`src/rtl/toggle_handshake_rx.sv`:
```
// Receive side of a two-phase toggle request/acknowledge link.
// Synchronises REQ_T, captures DIN, hands it off over VALID/READY and answers with an ACK_T toggle.
module toggle_handshake_rx #(
    parameter int DATA_W      = 8,
    parameter int SYNC_STAGES = 2,
    parameter int CNT_W       = 8
) (
    input  logic              CLK,
    input  logic              RST,
    input  logic              REQ_T,
    input  logic [DATA_W-1:0] DIN,
    input  logic              READY,
    output logic [DATA_W-1:0] DOUT,
    output logic              VALID,
    output logic              ACK_T,
    output logic              ERR,
    output logic [CNT_W-1:0]  EVT_CNT
);

    // state | meaning
    // IDLE  | no word held, waiting for a request toggle
    // HOLD  | DOUT holds a word the consumer has not taken yet

    typedef enum logic {
        IDLE = 1'b0,
        HOLD = 1'b1
    } state_t;

    generate
        if (SYNC_STAGES < 2) begin : g_bad_sync_stages
            $error("toggle_handshake_rx: SYNC_STAGES must be 2 or more");
        end
    endgenerate

    state_t                 state;
    state_t                 state_nxt;
    logic [SYNC_STAGES-1:0] sync_q;
    logic                   sync_req;
    logic                   req_prev;
    logic                   req_edge;
    logic                   capture;
    logic                   consume;

    // Whole design runs on the falling edge of CLK.
    always_ff @(negedge CLK or posedge RST) begin
        if (RST) begin
            sync_q <= '0;
        end else begin
            sync_q <= {sync_q[SYNC_STAGES-2:0], REQ_T};
        end
    end

    assign sync_req = sync_q[SYNC_STAGES-1];
    assign req_edge = sync_req ^ req_prev;
    assign capture  = (state == IDLE) && req_edge;
    assign consume  = (state == HOLD) && READY;

    always_ff @(negedge CLK or posedge RST) begin
        if (RST) begin
            state <= IDLE;
        end else begin
            state <= state_nxt;
        end
    end

    always_comb begin
        state_nxt = state;
        case (state)
            IDLE:    if (req_edge) state_nxt = HOLD;
            HOLD:    if (READY)    state_nxt = IDLE;
            default: state_nxt = IDLE;
        endcase
    end

    always_comb begin
        VALID = (state == HOLD);
    end

    // A toggle seen while holding is absorbed here too, so it never becomes a second capture.
    always_ff @(negedge CLK or posedge RST) begin
        if (RST) begin
            req_prev <= 1'b0;
            DOUT     <= '0;
            ACK_T    <= 1'b0;
            ERR      <= 1'b0;
            EVT_CNT  <= '0;
        end else begin
            if (req_edge) begin
                req_prev <= sync_req;
            end
            if (capture) begin
                DOUT <= DIN;
            end
            if ((state == HOLD) && req_edge) begin
                ERR <= 1'b1;
            end
            if (consume) begin
                ACK_T   <= ~ACK_T;
                EVT_CNT <= EVT_CNT + CNT_W'(1);
            end
        end
    end

endmodule

```
`config.mk`:
```
export PLATFORM = sky130hd
export DESIGN_NAME = toggle_handshake_rx
export DESIGN_NICKNAME = d
export VERILOG_FILES = /design/src/rtl/toggle_handshake_rx.sv
export SDC_FILE = /design/constraint.sdc
export NUM_CORES = 1
export LEC_CHECK = 0
export ABC_AREA = 1
export ABC_CLOCK_PERIOD_IN_PS = 3370
export CAP_MARGIN = 20
export CORE_ASPECT_RATIO = 1.25
export CORE_MARGIN = 2
export CORE_UTILIZATION = 45
export CTS_BUF_LIST = sky130_fd_sc_hd__clkbuf_16
export DETAILED_ROUTE_END_ITERATION = 10
export GPL_TIMING_DRIVEN = 0
export PLACE_DENSITY = 0.89
export SETUP_SLACK_MARGIN = 0.05
export SLEW_MARGIN = 20
export SYNTH_ARGS = -nofsm -noshare
export SYNTH_HDL_FRONTEND = slang
export SYNTH_SLANG_ARGS = --single-unit
```
`constraint.sdc`:
```
create_clock -name CLK -period 3.37 [get_ports CLK]
set_input_delay 0.674 -clock CLK [delete_from_list [all_inputs] [get_ports CLK]]
set_output_delay 0.674 -clock CLK [all_outputs]
set_load 0.02 [all_outputs]
```
==> flow_summary.ini, run 1 <==
[clocking]
cts_buffers = 3
clkSinkCount = 22
cts_root_buf = clkbuf_16
htree_levels = 1
clock_latency_ps = 280
cts_tree = yes
cts-root-to-sink-buffers = 2
cts.clk_slew.worst_paths_ps = 40

[routing]
viasPerCell = 4.76
drtIter0Drc = 2
wl_per_cell_um = 12.9
num_vias = 704
drc = 0
wl_um = 1910
drt_pre_antenna_iters = 3
drtAntennaViolNets = 0

[power_and_ir_drop]
power.total_uw = 998
ir_drop_mv = 0.445
p_leak_uw = 0.000660
powerDensity_nw_per_um2 = 798

[critical_path]
crit-reg2reg-launch = EVT_CNT[0]
cp.required_ps = 2700
slowest_stage = dfrtn_1
crit_path_end_kind = output pin
timing.critical_path.cells = buf_2
cp-start-kind = flip-flop
rr_worst_depth = 7
r2r_end = EVT_CNT[6]
reg2reg_slack_ps = 2100
crit_fanout = 4
critical_path.startpoint = EVT_CNT[1]
max_stage_delay_ps = 460
crit_family = flip-flops
critPathKind = reg -> out
crit_buf_inv = 1
crit_arrival_ps = 2620

[timing]
hold_violations = 0
report.final.slew_viol_count = 0
setup_slack_ps = 75.1
rsz0062_at_grt = no
relSlewSlack_pct = 44.5
setup_viol = 0
clock_skew_ps = 4.60
tns_ps = 0
worst_pin_slew_ps = 831

[floorplan]
core-area_um2 = 1940
dieArea_um2 = 2400
fp.dieW_um = 44.2
start_util_pct = 47.0
num_io_pins = 31
die_h_um = 54.3
rows = 18

[synth]
syn_nets = 104
synth_cells = 91
ys_seq_area_share_pct = 60.4
avgSynthCellArea_um2 = 10.0
netlist.area_leader.share_pct = 60.4
synth.area.top_cells = dfrtn_1, nand2_1, inv_1
synth_top_area_cell = dfrtn_1
yosysUniqueCellTypes = 18
synth-seq-cells = 22
yosys_warnings = 0
synth_area_um2 = 911

[min_path]
timing.hold.worst.class = reg -> reg
hold_path_end = sync_q[1]
min-delay-start = sync_q[0]
hold_path_depth = 0

[grt]
grt_usage_pct = 18.4
grt_max_degree = 23
grt.overflow.total = 0
grt_pass1_vias = 703
grt_pass1_wl_um = 3090
grt_antenna_before_repair = 0

[layout]
area_growth_pct = 37.4
final_cells = 148
n_antenna_cell = 0
layout.cells.most_common = nand2_1
drive_above_1_share_pct = 25.8
nets = 142
fin_util_pct = 64.6
final_cell_mix = nand2_1, dfrtn_1, buf_2

[outcome]
outcome = completed

[placed_design]
io_buffer_count = 30
numPlacedInstances = 141
place_congestion = 0.752
place_hpwl_um = 1320
post-place-ws_ps = -197

[job]
drv_cap = 0
## layout make-up
cell class / count / area (µm²)
Clock inverter: 1 / 3.75
Buffer: 1 / 3.75
Sequential cell: 22 / 551
Clock buffer: 3 / 75.1
Inverter: 9 / 33.8
Timing Repair Buffer: 33 / 236
Multi-Input combinational cell: 59 / 323
Fill cell: 171 / 686
Tap cell: 20 / 25.0
## state kept, by name, summed over array words and instances (netlist names)
signal and flops:
req_prev 1, DOUT 8, VALID 1, ACK_T 1, sync_q 2, EVT_CNT 8
ERR 1
## what timing repair did
action                     4_1_cts  5_1_grt
buffers inserted                 3        0
hold buffers                     0        0
setup endpoints to repair       19        5
resized for setup               71        5
## worst reg2reg max path, stage by stage (launching register included)
cell and delay (ps):
dfrtn_1 400, buf_4 130, ha_1 160, nand3_2 100, nor2_4 130, nand3_1 80
nand2_1 70, inv_1 40
## report_power, final
part           switching (µW)  internal [µW]
registers                49.6            343
clock network            89.6            158
logic                     214            144
total                     353            645
## worst max-delay path by stage
stage,end,slack (ps),cells after the start
after floorplan,EVT_CNT[1],420,2
after global placement,EVT_CNT[1],-190,3
after detailed placement,EVT_CNT[1],-200,3
after global routing,EVT_CNT[3],50,1
final,EVT_CNT[1],80,1
after CTS,VALID,30,1
## cell families after synthesis
kind of cell	after synthesis	synth area share, %
multiplexers	1	1.65
flip-flops	22	60.4
AO/OA/AOI/OAI	2	1.51
buffers and inverters	10	4.12
AND/OR/NAND/NOR	50	26.1
adder cells (fa/ha/maj)	1	1.37
XOR/XNOR	5	4.81
## through the flow
step | hold WS [ps] | instance area, µm²
global route | 303 | 1250
floorplan | 292 | 911
global placement | 297 | 1240
detailed placement | 301 | 1240
finish | 300 | 1250
CTS | 302 | 1270
## synthesized netlist by cell type
cell type	instances
inv_2	1
xor2_1	2
dfrtn_1	22
or2_1	1
a31o_2	1
nand3_4	1
nand3b_1	1
nand3_2	2
nand3_1	2
inv_1	8
clkbuf_1	1
o21ai_0	1
ha_1	1
nand2_1	40
nor2_4	2
mux2_4	1
xnor2_1	3
nor2_1	1
## metal layers
layer | wire [µm] | track usage, % | vias up
met5 | 0 | 0 | -
met2 | 962 | 31.4 | 26
met3 | 139 | 5.28 | 4
met4 | 27 | 9.09 | 0
li1 | - | - | 350
met1 | 778 | 21.0 | 324
No activity file was read; power rests on OpenSTA's default activity.
==> run 2, diff against run 1 <==
--- a/config.mk
+++ b/config.mk
@@ -15,8 +15,8 @@
 export DETAILED_ROUTE_END_ITERATION = 10
 export GPL_TIMING_DRIVEN = 0
 export PLACE_DENSITY = 0.89
+export REMOVE_ABC_BUFFERS = 1
 export SETUP_SLACK_MARGIN = 0.05
-export SLEW_MARGIN = 20
 export SYNTH_ARGS = -nofsm -noshare
 export SYNTH_HDL_FRONTEND = slang
 export SYNTH_SLANG_ARGS = --single-unit
==> run 2 against run 1 <==
  * Sequential share of layout area is 0.56 points lower
  * Clock skew is 3.1 ps lower
  * Largest power group unchanged
  * Clock power is 4% lower
  * Highest routed layer unchanged
  * Power is 1.9% higher
  * Routed wire length is 4.4% lower
==> flow_summary.ini, run 2 (synthesis gave the netlist of run 1 again) <==
[outcome]
outcome = completed

[critical_path]
crit_fanout = 4
slowest_stage = dfrtn_1
crit-reg2reg-launch = EVT_CNT[0]
reg2reg_slack_ps = 2100
cp-start-kind = flip-flop
max_stage_delay_ps = 450
crit_family = flip-flops
crit_buf_inv = 1
timing.critical_path.cells = buf_2
crit_path_end_kind = output pin
r2r_end = EVT_CNT[6]
cp.required_ps = 2700
critPathKind = reg -> out
rr_worst_depth = 7
crit_arrival_ps = 2600

[floorplan]
dieArea_um2 = 2400
start_util_pct = 47.0
rows = 18
num_io_pins = 31
core-area_um2 = 1940
die_h_um = 54.3
fp.dieW_um = 44.2

[grt]
grt_pass1_vias = 762
grt_pass1_wl_um = 3110
grt_usage_pct = 17.9
grt.overflow.total = 0
grt_antenna_before_repair = 0
grt_max_degree = 23

[min_path]
min-delay-start = sync_q[0]
timing.hold.worst.class = reg -> reg
hold_path_end = sync_q[1]
hold_path_depth = 0

[routing]
wl_per_cell_um = 12.2
num_vias = 738
drtIter0Drc = 10
drc = 0
viasPerCell = 4.92
drt_pre_antenna_iters = 4
drtAntennaViolNets = 0
wl_um = 1820

[timing]
clock_skew_ps = 1.52
worst_pin_slew_ps = 788
hold_violations = 0
setup_viol = 0
relSlewSlack_pct = 47.4
timing.hold.ws_ps = 297
rsz0062_at_grt = no
report.final.slew_viol_count = 0

[clocking]
cts-root-to-sink-buffers = 2
clkSinkCount = 22
cts_buffers = 3
cts.clk_slew.worst_paths_ps = 40
holdBufCountCts = 0
htree_levels = 1
clock_latency_ps = 280
cts_root_buf = clkbuf_16
cts_tree = yes

[layout]
layout.cells.most_common = nand2_1
area_growth_pct = 39.1
n_antenna_cell = 0
fillers = 158
largestRegisters = DOUT (8), EVT_CNT (8), sync_q (2)
fin_util_pct = 65.4
final_cell_mix = nand2_1, dfrtn_1, buf_2
drive_above_1_share_pct = 28.5
final_cells = 150
nets = 145

[power_and_ir_drop]
switching_share_pct = 34.5
ir_drop_mv = 0.510
seq_power_share_pct = 38.3
p_sw_uw = 351
powerDensity_nw_per_um2 = 802
p_leak_uw = 0.000677
p_int_uw = 665
power_frac_comb_pct = 38.1
clkPwrFrac_pct = 23.5

[placed_design]
place_hpwl_um = 1280
place_congestion = 0.669
numPlacedInstances = 140
io_buffer_count = 30

[job]
drv_cap = 0
## run 2: changes by cell type in the layout (fill, tap and decap cells not counted)
cell	change
clkdlybuf4s15_2	-1
clkbuf_1	-1
buf_4	+4
buf_2	+1
clkinv_1	-1
## run 2: final cells by class
cell class                      count  area [µm²]  area share [%]
Tap cell                           20        25.0            1.97
Timing Repair Buffer               37         260            20.5
Sequential cell                    22         551            43.4
Multi-Input combinational cell     59         323            25.5
Clock buffer                        3        75.1            5.92
Inverter                            9        33.8            2.67
## run 2: through the flow
step                power, µW  instance area [µm²]  setup TNS, ps  worst slack [ps]
floorplan                 609                  907              0               425
global placement          782                 1230          -1230              -180
detailed placement        796                 1230          -1370              -180
CTS                      1010                 1270              0              50.3
global route             1070                 1270              0              50.3
finish                   1020                 1270              0              92.5
## run 2: power by group through the flow
stage	logic, µW	registers, µW	clock network, µW
after global routing	422	398	253
after floorplan	119	490	0
after CTS	373	395	247
after detailed placement	383	413	0
final	388	390	239
after global placement	371	411	0
## run 2: what timing repair did
| item | 4_1_cts | 5_1_grt |
|---|---|---|
| setup buffers | 3 | 4 |
| setup endpoints to repair | 19 | 11 |
| resized for setup | 70 | 7 |
| cloned | 0 | 0 |
## run 2: routing by layer
layer,track usage (%),wire length [µm]
met1,20.0,746
met2,32.4,940
met3,4.29,122
met4,7.58,14
met5,0,0
## run 2: worst max-delay path by stage
| stage | startpoint | to | slack, ps | depth (start not counted) |
|---|---|---|---|---|
| final | EVT_CNT[1] | EVT_CNT[1] | 90 | 1 |
| after global routing | EVT_CNT[1] | EVT_CNT[1] | 50 | 1 |
| after CTS | DOUT[1] | DOUT[1] | 50 | 1 |
| after detailed placement | READY | EVT_CNT[1] | -180 | 3 |
| after global placement | READY | EVT_CNT[1] | -180 | 3 |
| after floorplan | READY | EVT_CNT[1] | 420 | 2 |
